File: src/rtl/mrd_rd_addr_ctrl.sv
// mrd_rd_addr_ctrl: read-side sequencer of the mixed-radix (2/3/4/5) DFT engine.
// Each stage issues one butterfly per cycle (element banks/addresses and
// twiddle ratio). It also drives the ping-pong memory select sw.
// Optional build macro MRD_RD_HOLD_EN adds the rd_hold stall input.
// Handshake: rd_valid is high for exactly one cycle per butterfly. The bank,
// address, twiddle and factor outputs are meaningful only while rd_valid is
// high. There is no ready input; only rd_hold, when built in, can pause issue.
`timescale 1ns/1ps
module mrd_rd_addr_ctrl #(
    parameter int MAX_STG = 6,
    parameter int NW      = 11,
    parameter int AW      = 8
) (
    input  logic                  clk,
    input  logic                  rst,
    input  logic                  start,
    input  logic [NW-1:0]         n_cfg,
    input  logic [2:0]            num_stg,
    input  logic [MAX_STG*3-1:0]  factor_cfg,
    input  logic [MAX_STG*NW-1:0] stride_cfg,
    input  logic                  wr_done,
`ifdef MRD_RD_HOLD_EN
    input  logic                  rd_hold,
`endif
    output logic                  sw,
    output logic                  rd_valid,
    output logic [2:0]            rd_factor,
    output logic [14:0]           rd_bank_index,
    output logic [5*AW-1:0]       rd_bank_addr,
    output logic [NW-1:0]         rd_twdl_numrtr,
    output logic [NW:0]           rd_twdl_demontr,
    output logic                  busy,
    output logic                  done,
    output logic [1:0]            dbg_state
);
    typedef enum logic [1:0] {IDLE = 2'd0, ISSUE = 2'd1, WAIT_WR = 2'd2, SETUP = 2'd3} state_t;

    localparam logic [NW-1:0] ONE  = NW'(1);
    localparam logic [NW-1:0] FIVE = NW'(5);

    state_t state, state_nxt;
    logic   do_load, do_step, stage_adv, finish, hold;

    // Configuration captured when start is accepted
    logic [NW-1:0]         n_q;
    logic [2:0]            last_stg, stg;
    logic [MAX_STG*3-1:0]  fac_q;
    logic [MAX_STG*NW-1:0] str_q;

    // Current stage parameters and the butterfly to be issued next
    logic [2:0]    cur_p;
    logic [NW-1:0] cur_s;
    logic [NW:0]   cur_sp;
    logic [NW-1:0] nb_e0, nb_k, cnt;

    logic [2:0]      ld_p, src_p;
    logic [NW-1:0]   ld_s, src_s, src_e0, src_k, lane_e, adv_e0, adv_k;
    logic [NW:0]     ld_sp, src_sp;
    logic [14:0]     lane_idx;
    logic [5*AW-1:0] lane_addr;
    logic            wrap;

`ifdef MRD_RD_HOLD_EN
    assign hold = rd_hold;
`else
    assign hold = 1'b0;
`endif

    assign dbg_state = state;

    // State register
    always_ff @(posedge clk or posedge rst) begin
        if (rst) state <= IDLE;
        else     state <= state_nxt;
    end

    // Next-state logic and issue/stage-advance strobes
    always_comb begin
        state_nxt = state;
        do_load   = 1'b0;
        do_step   = 1'b0;
        stage_adv = 1'b0;
        finish    = 1'b0;
        case (state)
            IDLE: begin
                if (start) begin
                    state_nxt = ISSUE;
                    do_load   = 1'b1;
                end
            end
            ISSUE: begin
                // cnt counts elements already presented; once it reaches N
                // the final butterfly is on the outputs and issue stops.
                if (cnt == n_q) state_nxt = WAIT_WR;
                else if (!hold) do_step = 1'b1;
            end
            WAIT_WR: begin
                if (wr_done) begin
                    if (stg == last_stg) begin
                        state_nxt = IDLE;
                        finish    = 1'b1;
                    end else begin
                        state_nxt = SETUP;
                        stage_adv = 1'b1;
                    end
                end
            end
            SETUP: begin
                state_nxt = ISSUE;
                do_load   = 1'b1;
            end
            default: state_nxt = IDLE;
        endcase
    end

    // Butterfly generation: pick the stage's first butterfly on a load, else
    // the pending one. Expand its lanes and compute the successor.
    always_comb begin
        if (state == IDLE) begin
            ld_p = factor_cfg[2:0];
            ld_s = stride_cfg[NW-1:0];
        end else begin
            ld_p = fac_q[3*stg +: 3];
            ld_s = str_q[NW*stg +: NW];
        end
        ld_sp = {1'b0, ld_s} * {{(NW-2){1'b0}}, ld_p};

        if (do_load) begin
            src_p  = ld_p;
            src_s  = ld_s;
            src_sp = ld_sp;
            src_e0 = '0;
            src_k  = '0;
        end else begin
            src_p  = cur_p;
            src_s  = cur_s;
            src_sp = cur_sp;
            src_e0 = nb_e0;
            src_k  = nb_k;
        end

        lane_idx  = '0;
        lane_addr = '0;
        lane_e    = src_e0;
        for (int j = 0; j < 5; j++) begin
            if (3'(j) < src_p) begin
                lane_idx[3*j +: 3]   = 3'(lane_e % FIVE);
                lane_addr[AW*j +: AW] = AW'(lane_e / FIVE);
            end
            lane_e = lane_e + src_s;
        end

        // k runs fastest; wrapping k moves e0 to the next group base g*S*p.
        wrap   = (src_k == src_s - ONE);
        adv_k  = wrap ? '0 : src_k + ONE;
        adv_e0 = wrap ? src_e0 + NW'(src_sp) - src_s + ONE : src_e0 + ONE;
    end

    // Configuration latch, stage index and issue counters
    always_ff @(posedge clk or posedge rst) begin
        if (rst) begin
            n_q      <= '0;
            last_stg <= '0;
            fac_q    <= '0;
            str_q    <= '0;
            stg      <= '0;
            cur_p    <= '0;
            cur_s    <= '0;
            cur_sp   <= '0;
            nb_e0    <= '0;
            nb_k     <= '0;
            cnt      <= '0;
        end else begin
            if (state == IDLE && start) begin
                n_q      <= n_cfg;
                last_stg <= (num_stg == 3'd0) ? 3'd0 : num_stg - 3'd1;
                fac_q    <= factor_cfg;
                str_q    <= stride_cfg;
                stg      <= '0;
            end
            if (stage_adv) stg <= stg + 3'd1;
            if (do_load) begin
                cur_p  <= ld_p;
                cur_s  <= ld_s;
                cur_sp <= ld_sp;
                cnt    <= {{(NW-3){1'b0}}, ld_p};
            end else if (do_step) begin
                cnt <= cnt + {{(NW-3){1'b0}}, cur_p};
            end
            if (do_load || do_step) begin
                nb_e0 <= adv_e0;
                nb_k  <= adv_k;
            end
        end
    end

    // Registered outputs; data holds its last value whenever nothing is issued
    always_ff @(posedge clk or posedge rst) begin
        if (rst) begin
            sw              <= 1'b0;
            rd_valid        <= 1'b0;
            busy            <= 1'b0;
            done            <= 1'b0;
            rd_factor       <= '0;
            rd_bank_index   <= '0;
            rd_bank_addr    <= '0;
            rd_twdl_numrtr  <= '0;
            rd_twdl_demontr <= '0;
        end else begin
            done     <= finish;
            rd_valid <= do_load || do_step;
            if (do_load || do_step) begin
                rd_factor       <= src_p;
                rd_bank_index   <= lane_idx;
                rd_bank_addr    <= lane_addr;
                rd_twdl_numrtr  <= src_k;
                rd_twdl_demontr <= src_sp;
            end
            if (state == IDLE && start) busy <= 1'b1;
            if (finish) begin
                busy <= 1'b0;
                sw   <= 1'b0;
            end else if (stage_adv) begin
                sw <= ~sw;
            end
        end
    end
endmodule

File: config.mk
export PLATFORM = sky130hd
export DESIGN_NAME = mrd_rd_addr_ctrl
export DESIGN_NICKNAME = d
export VERILOG_FILES = /design/src/rtl/mrd_rd_addr_ctrl.sv
export SDC_FILE = /design/constraint.sdc
export NUM_CORES = 1
export LEC_CHECK = 0
export ABC_AREA = 1
export ABC_CLOCK_PERIOD_IN_PS = 22900
export CAP_MARGIN = 20
export CORE_UTILIZATION = 35
export DETAILED_ROUTE_END_ITERATION = 8
export GPL_TIMING_DRIVEN = 0
export PLACE_DENSITY = 0.53
export SYNTH_ARGS = -nofsm -noshare
export SYNTH_HDL_FRONTEND = slang
export SYNTH_SLANG_ARGS = --single-unit
File: constraint.sdc
create_clock -name clk -period 22.9 [get_ports clk]
set_clock_uncertainty 0.1 [all_clocks]
set_input_delay 4.58 -clock clk [delete_from_list [all_inputs] [get_ports clk]]
set_output_delay 4.58 -clock clk [all_outputs]
set_load 0.005 [all_outputs]
==> key figures, run 1 <==
GRT
  – Grt ovf: 0
  – Global-route wire length before repair: 93720 µm
  – Via count of the first global-routing pass: 17080
  – Initial antenna violation count: 0
  – Pin count of the biggest net entering global routing: 125
  – Gr usage total: 0.2247

Synth
  – Share of the synthesized area in the top cell type: 0.3408
  – Part of the Yosys area used for sequential elements: 0.3408
  – Synth warn: 0
  – Count leader, synth: nand2_1
  – Net Count, Synth: 2748
  – Mean Syn Cell Area: 7.202 µm²
  – Async SR Flop Fraction: 1.000
  – Largest cells by area after synthesis: dfrtp_1, nand2_1, ha_1, inv_1, nand3_1
  – Synth cell count leaders: nand2_1, inv_1, dfrtp_1, nand3_1, o21ai_0
  – Post-synth top area cell: dfrtp_1
  – Post-Syn Area: 18130 µm²
  – Unique masters post-synth: 57
  – Predominant post-synthesis flop cell: dfrtp_1
  – Seq cells post-synth: 247
  – Cell count after synthesis: 2518
  – EDFF count, synth: 0

Clocking
  – Hold Buf Count CTS: 0
  – Reg clk slew, reported paths: 60 ps
  – Post-CTS Setup Inserts: 0
  – TritonCTS buffer count: 31
  – Htree depth: 1
  – Clk sink count: 247
  – CTS tree: built
  – Maximum clock insertion buffer count: 3
  – Clock Latency Late Sink: 610 ps
  – Root Buffer: clkbuf_16
  – Post_cts resized: 0

Worst setup path
  – CP required: 23330 ps
  – Element type at the critical path end: register
  – Biggest cell delay along the critical path: 520 ps
  – Max Fanout on Critical Path: 11
  – Worst Path Buf+Inv: 14
  – Cell family contributing the most delay on the critical path: simple AND/OR/NAND/NOR gates
  – Reg-to-Reg Start: dbg_state[0]
  – Worst setup path class: in -> reg
  – Startpoint types: input pin
  – Crit path from: start
  – Worst-path cell with the longest stage delay: xnor2_1
  – Arr. time, crit path: 17130 ps
  – Top cell by count, worst path: nand2_1
  – R2R setup slack: 9890 ps

Drt
  – DRT Wirelength: 58550 µm
  – DR vias/cell: 4.992
  – Vias: 17220
  – Final ANT Viol Nets: 0
  – Post-route DRC: 0
  – Initial drt markers: 1145
  – Drt wl/cell: 16.98 µm
  – Drt pass-1 iters: 6

Die
  – Starting density of the core: 0.3535
  – Core area: 51300 µm²
  – Die Y: 229.6 µm
  – Row cnt: 83
  – I/O pin cnt: 189
  – Die width: 229.6 µm
  – Die ar.: 52730 µm²

Hold path
  – Min-delay src: str_q[52]
  – Tightest Hold Check Type: reg -> reg

Placement
  – Port bufs: 188
  – Setup WS pre-CTS: 5672 ps
  – DPL Wire Length: 46510 µm
  – Gpl congestion: 0.8665

STA
  – TNS Setup: 0 ps
  – Fmax: 59.88 MHz
  – Final hold vios: 0
  – Slew @ Worst Pin: 1056 ps
  – Final Critical Period: 16700 ps
  – Slew headroom: 0.2958
  – Max-slew violations: 0
  – RSZ-0062 raised after global routing: no
  – Final setup viols: 0
  – Period utilization: 0.7292
  – Setup ws final: 6201 ps

Final layout
  – Final nets: 2974
  – Share of cells above drive strength 1: 0.07370
  – Final core utilization: 0.4292
  – Area Growth Syn to Fin: 21.40%
  – Fillers: 5239

Run status
  – Status: finished, final reports clean

Job
  – Max-cap violation count: 0
worst min-delay path, delay by kind of cell, from the launching register on:
kind,cells,cell delay [ps]
DFF,1,340
and+or+nand+nor,2,110
metrics by stage:
stage          hold WS, ps  instance area (µm²)  cells
4_1_cts              380.4                22010   3448
2_1_floorplan        343.6                18130   2518
3_3_place_gp         360.6                20870   3386
3_5_place_dp         360.0                20960   3391
5_1_grt              391.9                22010   3448
6_report             379.0                22020   3449
logic make-up after synthesis:
group,count (synthesis),synth area share
and+or+nand+nor,1246,0.2944
buffers and inverters,424,0.08949
AOI/OAI and AO/OA,368,0.1244
DFF,247,0.3408
adders and majority gates,128,0.09825
xor gates and xnor gates,105,0.05264
cells in the final DEF, fill, tap and decap left out, drive strengths merged, types with 3 or more instances in the layout:
master           n
buf             27
o21bai          10
o22ai           22
clkinvlp         3
a21oi           60
a22o            24
a21o             7
nand2          845
o21a             3
clkbuf          85
and2             7
xnor2           25
a31oi           16
nor3            25
o31ai            6
o221ai           6
ha             104
a32o             6
o21ai          171
nor2           143
fa              24
nor4             6
dfrtp          247
clkdlybuf4s50  188
a21boi           5
or2             16
xor2            78
nand4           24
nand3b           6
nand3          172
o211ai          20
inv            350
clkinv          17
bufinv           4
metal layers:
layer,track usage,share of wire,vias up
li1,-,-,8516
met1,0.3125,0.47,8270
met2,0.3771,0.47,386
met3,0.02453,0.048,47
met4,0.04104,0.013,0
met5,0,0,-
final timing paths:
| kind | end | depth (start not counted) |
|---|---|---|
| worst max-delay path | rd_bank_index[12] | 79 |
| worst min-delay path | str_q[52] | 2 |
| worst max register to register | rd_bank_index[12] | 80 |
| worst min register to register | str_q[52] | 2 |
| max in group asynchronous | str_q[51] | 4 |
| min in group asynchronous | rd_bank_index[0] | 2 |
state kept, by name, summed over array words and instances, names as in the netlist, 12 cells and up:
signal and count:
str_q 66, rd_bank_addr 40, fac_q 18, rd_bank_index 15, cur_sp 12, rd_twdl_demontr 12
area by class of cell:
class	count	area (µm²)	area share
Antenna cell	1	2.502	0.0001137
Buffer	64	271.5	0.01233
Multi-Input combinational cell	1847	10330	0.4693
Clock buffer	43	860.8	0.03910
Inverter	360	1359	0.06172
Tap cell	680	850.8	0.03865
Timing Repair Buffer	193	1967	0.08934
Clock inverter	14	192.7	0.008752
Sequential cell	247	6181	0.2807
Power of run 1 is left out: the tool's default activity adds up to more than one toggle a clock period on the data nets, which glitch-free logic cannot reach.
==> run 2: changes to the inputs <==
ABC_CLOCK_PERIOD_IN_PS = 16800   (was 22900)
clock period = 16.8 ns   (was 22.9 ns; I/O delays follow)
==> results of run 2 <==
Same layout as run 1 (identical final DEF). Status: finished, final reports clean.
Among the figures that moved: setup slack after placement 5672 ps -> 792.3 ps; setup slack after layout 6201 ps -> 1321 ps; register-to-register setup slack 9890 ps -> 3790 ps
Power of run 2 is left out for the same reason.
==> run 3: changes to the inputs <==
CORE_UTILIZATION = 30   (was 35)
PLACE_DENSITY = 0.47   (was 0.53)
==> run 3 against run 2 <==
Net effect:
- critical endpoint unchanged
- non-clock buffer count fell by 1
- worst setup slack improved by 190 ps
- die area rose by 17%
==> key figures, run 3 (same netlist as run 1, synthesis figures left out) <==
STA
  – Setup ws final: 1515 ps
  – Final setup viols: 0 (unchanged)
  – RSZ-0062 raised after global routing: no
  – Fmax: 65.42 MHz
  – Final Critical Period: 15290 ps
  – Max-slew violations: 0 (unchanged)
  – TNS Setup: 0 ps (unchanged)
  – Final hold vios: 0 (unchanged)
  – Slew @ Worst Pin: 1022 ps (-34.09 ps)
  – Period utilization: 0.9098
  – Slew headroom: 0.3185 (+0.02273)

Clocking
  – Hold Buf Count CTS: 0 (unchanged)
  – Clk sink count: 247 (unchanged)
  – Root Buffer: clkbuf_16
  – Maximum clock insertion buffer count: 3 (unchanged)
  – CTS tree: built
  – Htree depth: 2 (+1)
  – TritonCTS buffer count: 34 (+9.7%)
  – Reg clk slew, reported paths: 60 ps (about the same)
  – Clock Latency Late Sink: 580 ps (-30 ps)

Die
  – Die ar.: 61440 µm² (+17%)
  – Row cnt: 89 (+7.2%)
  – Core area: 59350 µm² (+16%)
  – Starting density of the core: 0.3055 (-0.04795)
  – Die Y: 247.9 µm (+7.9%)
  – Die width: 247.9 µm (+7.9%)
  – I/O pin cnt: 189 (unchanged)

Hold path
  – Tightest Hold Check Type: reg -> reg

GRT
  – Via count of the first global-routing pass: 16860 (-1.3%)
  – Pin count of the biggest net entering global routing: 122 (-2.4%)
  – Gr usage total: 0.2027 (-0.02193)
  – Grt ovf: 0 (unchanged)
  – Global-route wire length before repair: 95450 µm (+1.8%)
  – Initial antenna violation count: 1 (+1)

Final layout
  – Most flops, register: str_q
  – Area Growth Syn to Fin: 22.91%
  – Post-route cell area: 22290 µm² (+1.2%)
  – Final nets: 2976 (+0.067%)
  – Share of cells above drive strength 1: 0.07617 (+0.002474)
  – Most frequent cells in the layout: nand2_1, inv_1, dfrtp_1, clkdlybuf4s50_1, nand3_1
  – Ant. Diodes: 0 (-1)
  – Max reg flops: 66 (unchanged)
  – Top Registers: str_q (66), rd_bank_addr (40), fac_q (18)
  – Commonest non-fill, non-tap cell in the layout: nand2_1

Worst setup path
  – Element type at the critical path end: register
  – Max Fanout on Critical Path: 11 (unchanged)
  – Biggest cell delay along the critical path: 520 ps (about the same)
  – Top cell by count, worst path: nand2_1
  – Worst-path cell with the longest stage delay: clkdlybuf4s50_1
  – Startpoint types: input pin
  – Worst setup path class: in -> reg
  – Arr. time, crit path: 15680 ps
  – CP required: 17200 ps

Drt
  – Vias: 17060 (-0.91%)
  – Initial drt markers: 1004 (-12%)
  – DRT Wirelength: 61370 µm (+4.8%)
  – Drt pass-1 iters: 6 (unchanged)
  – Final ANT Viol Nets: 0 (unchanged)
  – Drt wl/cell: 17.32 µm (+2.0%)
  – Post-route DRC: 0 (unchanged)
  – DR vias/cell: 4.816 (-3.5%)

Placement
  – Dpl cell area: 21070 µm² (+0.52%)
  – Gpl congestion: 0.8665 (unchanged)
  – Port bufs: 188 (unchanged)
  – Setup WS pre-CTS: 905.6 ps
  – DPL Wire Length: 48800 µm (+4.9%)

Run status
  – Status: finished, final reports clean

Job
  – Max-cap violation count: 0 (unchanged)
## run 3: worst paths after layout
check | from | to | slack [ps] | cells past startpoint
min reg2reg | fac_q[7] | fac_q[7] | 380 | 2
max reg2reg | dbg_state[0] | rd_bank_index[12] | 4020 | 74
max in group asynchronous | rst | str_q[31] | 12510 | 3
max | start | rd_bank_index[12] | 1510 | 73
min in group asynchronous | rst | n_q[9] | 3090 | 2
min | fac_q[7] | fac_q[7] | 380 | 2
## run 3: timing repair
action	CTS	global route
setup buffers	0	0
resized for setup	0	1
endpoints found under the setup margin	0	2
## run 3: area by class of cell
type / count / area [µm²]
sequential: 247 / 6181
multi-input combinational: 1847 / 10340
timing repair buffer: 192 / 1956
buffer: 64 / 271.5
clock buffer: 46 / 965.9
clock inverter: 14 / 246.5
tap: 773 / 967.2
inverter: 360 / 1359
fill: 6129 / 37060
## run 3: worst max-delay path, delay by kind of cell
family	cells	cell delay, ps
buf+inv	10	2280
fa+ha+maj	6	2170
xor+xnor	2	780
simple gates	46	5560
compound gates	9	1480
## run 3: metrics by stage
step,hold slack (ps),instances,util
after floorplan,343.6,2518,-
after global placement,362.2,3479,0.3535
after detailed placement,360.9,3483,0.3550
after CTS,375.8,3543,0.3754
after global routing,403.2,3543,0.3755
final,376.1,3543,0.3755
## run 3: layer usage
metal,vias to the layer above,GRT usage,part of all wire
li1,8534,-,-
met2,356,0.3296,0.45
met4,0,0.05684,0.022
met3,78,0.02811,0.049
met1,8095,0.2789,0.48
met5,-,0,0
Power of run 3 is left out for the same reason.
